--- config.mk ---
export PLATFORM = sky130hd
export DESIGN_NAME = dff_pipe
export DESIGN_NICKNAME = d
export VERILOG_FILES = /design/src/rtl/dff_pipe.sv
export SDC_FILE = /design/constraint.sdc
export NUM_CORES = 1
export LEC_CHECK = 0
export ABC_AREA = 1
export BUFFER_PORTS_ARGS = -buffer_cell sky130_fd_sc_hd__buf_2
export CORE_MARGIN = 2
export CORE_UTILIZATION = 45
export DETAILED_ROUTE_END_ITERATION = 10
export MAX_ROUTING_LAYER = met4
export PLACE_DENSITY = 0.66
export SLEW_MARGIN = 20
export SYNTH_ARGS = -nofsm -noshare
export SYNTH_HDL_FRONTEND = slang
export SYNTH_SLANG_ARGS = --single-unit
export TNS_END_PERCENT = 30
--- constraint.sdc ---
create_clock -name clk -period 4.5 [get_ports clk]
set_input_delay 0.9 -clock clk [delete_from_list [all_inputs] [get_ports clk]]
set_output_delay 0.9 -clock clk [all_outputs]
set_load 0.05 [all_outputs]
--- src/rtl/dff_pipe.sv ---
// Elastic register pipeline: DEPTH valid/ready stages that advance into any
// free slot downstream, with a synchronous flush and an occupancy count.
module dff_pipe #(
  parameter int              WIDTH     = 8,
  parameter int              DEPTH     = 4,
  parameter logic [WIDTH-1:0] RESET_VAL = '0
) (
  input  logic                       clk,
  input  logic                       reset,
  input  logic                       in_valid,
  output logic                       in_ready,
  input  logic [WIDTH-1:0]           din,
  output logic                       out_valid,
  input  logic                       out_ready,
  output logic [WIDTH-1:0]           dout,
  input  logic                       flush,
  output logic [$clog2(DEPTH+1)-1:0] count
);

  localparam int CW = $clog2(DEPTH+1);

  logic [WIDTH-1:0] d     [DEPTH];
  logic [WIDTH-1:0] d_src [DEPTH];
  logic [DEPTH-1:0] v;
  logic [DEPTH-1:0] v_src;
  logic [DEPTH-1:0] rdy;
  logic             accept;

  // A stage can take a new beat if it is empty or its own beat moves on.
  always_comb begin
    // NOTE: every combinational output gets a default first so no path leaves
    // it unassigned and infers a latch.
    rdy            = '0;
    rdy[DEPTH-1]   = !v[DEPTH-1] | out_ready;
    for (int i = DEPTH-2; i >= 0; i--) begin
      rdy[i] = !v[i] | rdy[i+1];
    end
  end

  assign in_ready = rdy[0] & !flush & reset;
  assign accept   = in_valid & in_ready;

  // Source of each stage: the accepted input beat for stage 0, else the
  // stage immediately upstream.
  always_comb begin
    v_src    = '0;
    d_src[0] = din;
    v_src[0] = accept;
    for (int i = 1; i < DEPTH; i++) begin
      v_src[i] = v[i-1];
      d_src[i] = d[i-1];
    end
  end

  // NOTE: sequential state is written with non-blocking assignments so every
  // stage samples its upstream neighbour's pre-edge value.
  always_ff @(posedge clk or negedge reset) begin
    if (!reset) begin
      v <= '0;
    end else if (flush) begin
      v <= '0;
    end else begin
      for (int i = 0; i < DEPTH; i++) begin
        if (rdy[i]) v[i] <= v_src[i];
      end
    end
  end

  // NOTE: the data stages are reset as well because dout must read RESET_VAL
  // while reset is held; flush leaves data untouched.
  always_ff @(posedge clk or negedge reset) begin
    if (!reset) begin
      for (int i = 0; i < DEPTH; i++) d[i] <= RESET_VAL;
    end else if (!flush) begin
      for (int i = 0; i < DEPTH; i++) begin
        if (rdy[i] && v_src[i]) d[i] <= d_src[i];
      end
    end
  end

  always_comb begin
    count = '0;
    for (int i = 0; i < DEPTH; i++) begin
      count = count + CW'(v[i]);
    end
  end

  assign dout      = d[DEPTH-1];
  assign out_valid = v[DEPTH-1];

endmodule

# Word level (Yosys, flattened, before mapping)
# Index checks and enable logic that the tools add are counted.
[totals]
regBits = 36
output_inout_bits = 13
wordCells = 41
[op_classes]
addsub = 3
muxes = 5
n_bitwise = 8
reduce_logical = 17
[op_table]
columns = ["op", "count"]
rows = [
  ["$reduce_and 2->1", 4],
  ["$reduce_bool 2->1", 4],
  ["$logic_not 1->1", 5],
  ["$logic_and 1x1->1", 4],
  ["$mux 1", 4],
  ["$mux 4", 1],
  ["$or 1x1->1", 4],
  ["$add 2x1->3", 1],
  ["$add 3x1->3", 1],
  ["$and 1x1->1", 3],
  ["$add 1x1->2", 1],
  ["$not 1->1", 1],
]

# Depth between registers and ports, before layout
[logic_depth]
ltp_word = 10
mapped_depth = 7
ltp_nobuf = 6

# Worst setup path after synthesis
# No wires, ideal clock.
[synth_timing]
kind = "reg2out"
start = "register v[3]"
end = "output port count[1]"
t_arrival_ns = 2.023
required_time_ns = 3.600
setup_slack_ns = 1.577
path_stages_with_launch = 6
path_cell_list = "dfrtp_1 > inv_2 > fa_1 > inv_1 > ha_1 > ha_1"
[synth_via]
elab_chain_len = 1
[synth_rtl]
columns = ["item", "line_no", "text"]
rows = [
  ["start, declared", "24", "logic [DEPTH-1:0] v;"],
  ["start signal, assigned by index", "64", "if (rdy[i]) v[i] <= v_src[i];"],
  ["$add 3x1->3", "84", "count = count + CW'(v[i]);"],
  ["end, declared", "17", "output logic [$clog2(DEPTH+1)-1:0] count"],
]
# Every way passes these cells.

# Worst setup path after layout
[layout_timing]
start = "register v[1]"
end = "output port count[1]"
[layout_via]
elab_chain_len = 3
[layout_rtl]
columns = ["item", "line_no"]
rows = [
  ["$add 1x1->2", "84"],
  ["$add 2x1->3", "84"],
  ["$add 3x1->3", "84"],
]
# Every way passes these cells.

==> impl_results.md <==
- Outcome: complete, no violations
- Post-Route WL: between 2 and 2.5 mm
- Placed cell count: about 220
- Antenna Cells: 0
- DRT iter0 DRCs: between 40 and 50
- Period minus WS final: 2960 ps
- Switching Fraction: 0.333
- Post-CTS sizing: 0
- Setup Fix Bufs, Post-CTS: 0
- Max-slew headroom: 0.709
- CTS Root Buffer Type: clkbuf_4
- Die W: ~64 um
- Cell area power density: approximately 450 nW/um2
- Critical Path Fanout Max: 3
- Sequential Power Share: 0.529
- CTS tree: built
- Crit share post-route: 0.657
- GRT overflow: 0
- DRC: 0
- Combinational share of power: 0.238
- DR WL/cell: 10.8 um
- Skew final: around 4.3 ps
- Number of global-route vias before repair: about 1000
- Required @ worst endpoint: 3600 ps
- Total CTS buffers: 5
- Final GP Congestion: about 0.79
- Number of vias per cell: ~4.6
- Area share of fa/ha/maj cells after synthesis: 0.0275
- Die ar.: approximately 4100 um2
- R2R cell count: 5
- Clk pin slew, worst setup/hold paths: roughly 100 ps
- Antenna Violating Nets Remaining: 0
- Final HPWL DP: around 1.9 mm
- Mux cell area share after synthesis: 0
- Max Buffers Root-to-Sink: 2
- Synth Area in Compound Gates: 0.0726
- Final setup viols: 0
- Antenna violations before repair: 0
- TNS Setup: 0 ps
- Crit start category: register
- Nets: around 200
- Largest net degree at the start of global routing: 37
- Vias: ~1100
- Number of flops mapped to enable cells by yosys: 0
- Hold Path Class: register to register
- Worst VDD drop: between 0.15 and 0.2 mV
- Synth Area per Inst: between 9 and 10 um2
- Syn nets: about 180
- FMAX: around 0.34 GHz
- Final Hold Vio Count: 0
- Cells after Synth: around 170
- H-tree depth: 2
- Critical Path AT: around 2100 ps
- RSZ-0062 raised after global routing: no
- Row cnt: 21
- Clock share of power: 0.233
- Fill cell count: between 300 and 400
- Seq/Total Area, Yosys: 0.550
- Core area: ~3400 um2
- Initial cell density of the core: 0.479
- Synth Area in Simple Gates: 0.245
- Pre-antenna DRT Iters: 4
- Clock Latency Late Sink: about 330 ps
- Slew Viols, Final: 0
- Leakage Power: approximately 0.96 nW
- Setup crit end kind: primary output
- Synth unique cells: 25
- Final cell count without fillers: 231
- IO Count: 26
- Netlist Area Pre-Place: approximately 1600 um2
- Port bufs: 25
- Number of synthesized register bits: 36
- Int Pwr: approximately 0.00053 W
- Total GRT Usage: 0.150
- Worst Hold Depth: 2
- Number of max-cap violations: 0
- Layout Area Growth over Synthesis: 8.79%
- Number of hold buffers added after CTS: 0
- Synth warn: 0
- XOR/XNOR Fraction of Synth Area: 0
- Total clock sinks: 36
- Psw: between 0.0002 and 0.0003 W
- Async SR Flop Fraction: 1.00
- Layout cells sized above 1: 0.276
- First-pass GRT wire length: 4.52 mm
- Die height: roughly 64 um
- Main combinational cell family by area after synthesis: simple AND/OR/NAND/NOR gates
- Setup Crit Path Kind: register to primary output
- Most used flip-flop cell after synthesis: dfrtp_1
- Tightest Pin Transition: 435 ps
cells in the mapped netlist, types with 2 or more instances:
| cell type | n | area (um2) |
|---|---|---|
| a21oi_1 | 8 | 40.0 |
| a21oi_2 | 3 | 26.3 |
| buf_4 | 8 | 60.1 |
| buf_6 | 2 | 22.5 |
| dfrtp_1 | 36 | 901 |
| ha_1 | 2 | 25.0 |
| inv_1 | 14 | 52.6 |
| inv_2 | 2 | 7.51 |
| nand2_1 | 42 | 158 |
| nand3_1 | 8 | 40.0 |
| nand3_2 | 2 | 20.0 |
| nand4_1 | 9 | 56.3 |
| nor2_1 | 6 | 22.5 |
| nor2_2 | 3 | 18.8 |
| nor2_4 | 2 | 22.5 |
| nor2_8 | 2 | 40.0 |
| o21ai_1 | 7 | 35.0 |
| o21ai_2 | 2 | 17.5 |
cell usage in the layout (no fill, tap or decap), drive strengths merged, types with 7 or more instances in the layout:
cell type and count:
inv 16, nand2 44, dfrtp 36, nand3 10, buf 26, a21oi 11, nor2 13, nand4 9
clkbuf 7, o21ai 9
stage by stage:
step / hold WS, ps / power, W / util / area, um2 / worst slack [ps]
3_3_place_gp: 448 / 0.000615 / 0.503 / 1720 / 1620
3_5_place_dp: 455 / 0.000623 / 0.503 / 1720 / 1600
5_1_grt: 505 / 0.000857 / 0.522 / 1780 / 1400
2_1_floorplan: 443 / 0.000601 / - / 1640 / 1580
4_1_cts: 480 / 0.000812 / 0.522 / 1780 / 1520
6_report: 472 / 0.000798 / 0.522 / 1780 / 1540
worst max-delay path, cell delays in order, from the launching register on:
cell,delay (ps)
dfrtp_1,390
inv_1,100
fa_1,490
inv_1,40
ha_1,170
ha_1,270
buf_2,250
state kept, by name, indices dropped and copies added (netlist names):
signal and cells:
d 24, v 4, dout 8
power groups by stage:
stage          combinational (W)  clock, W  sequential [W]
2_1_floorplan           0.000179         0        0.000422
3_3_place_gp            0.000189         0        0.000426
3_5_place_dp            0.000193         0        0.000430
4_1_cts                 0.000193  0.000195        0.000423
5_1_grt                 0.000211  0.000216        0.000430
6_report                0.000190  0.000186        0.000422
layout make-up:
class	instances	area, um2	share of cell area
clock buffers	7	65.1	0.0365
multi-input cells	100	566	0.317
flip-flops and latches	36	901	0.506
well taps	46	57.6	0.0323
repair buffers	26	133	0.0744
inverters	16	60.1	0.0337
worst paths after layout:
kind / slack [ps] / start / endpoint
max reg2reg: 3060 / v[3] / v[0]
min: 470 / dout[0] / dout[0]
max in group asynchronous: 3550 / reset / d[14]
min in group asynchronous: 640 / reset / dout[3]
min reg2reg: 470 / dout[0] / dout[0]
max: 1540 / v[1] / count[1]
logic make-up (layout without fill, tap and decap cells):
family / after synthesis / in the layout
DFF: 36 / 36
adders and majority gates: 3 / 3
buffers and inverters: 29 / 49
AOI/OAI and AO/OA: 20 / 20
and+or+nand+nor: 77 / 77
layer usage:
| layer | vias to the layer above | global-route usage | wire length, um |
|---|---|---|---|
| li1 | 561 | - | - |
| met4 | 0 | 0.0479 | 26 |
| met3 | 3 | 0.0687 | 151 |
| met5 | - | - | 0 |
| met1 | 475 | 0.183 | 1190 |
| met2 | 29 | 0.224 | 1120 |
(Power assumes the default switching activity.)
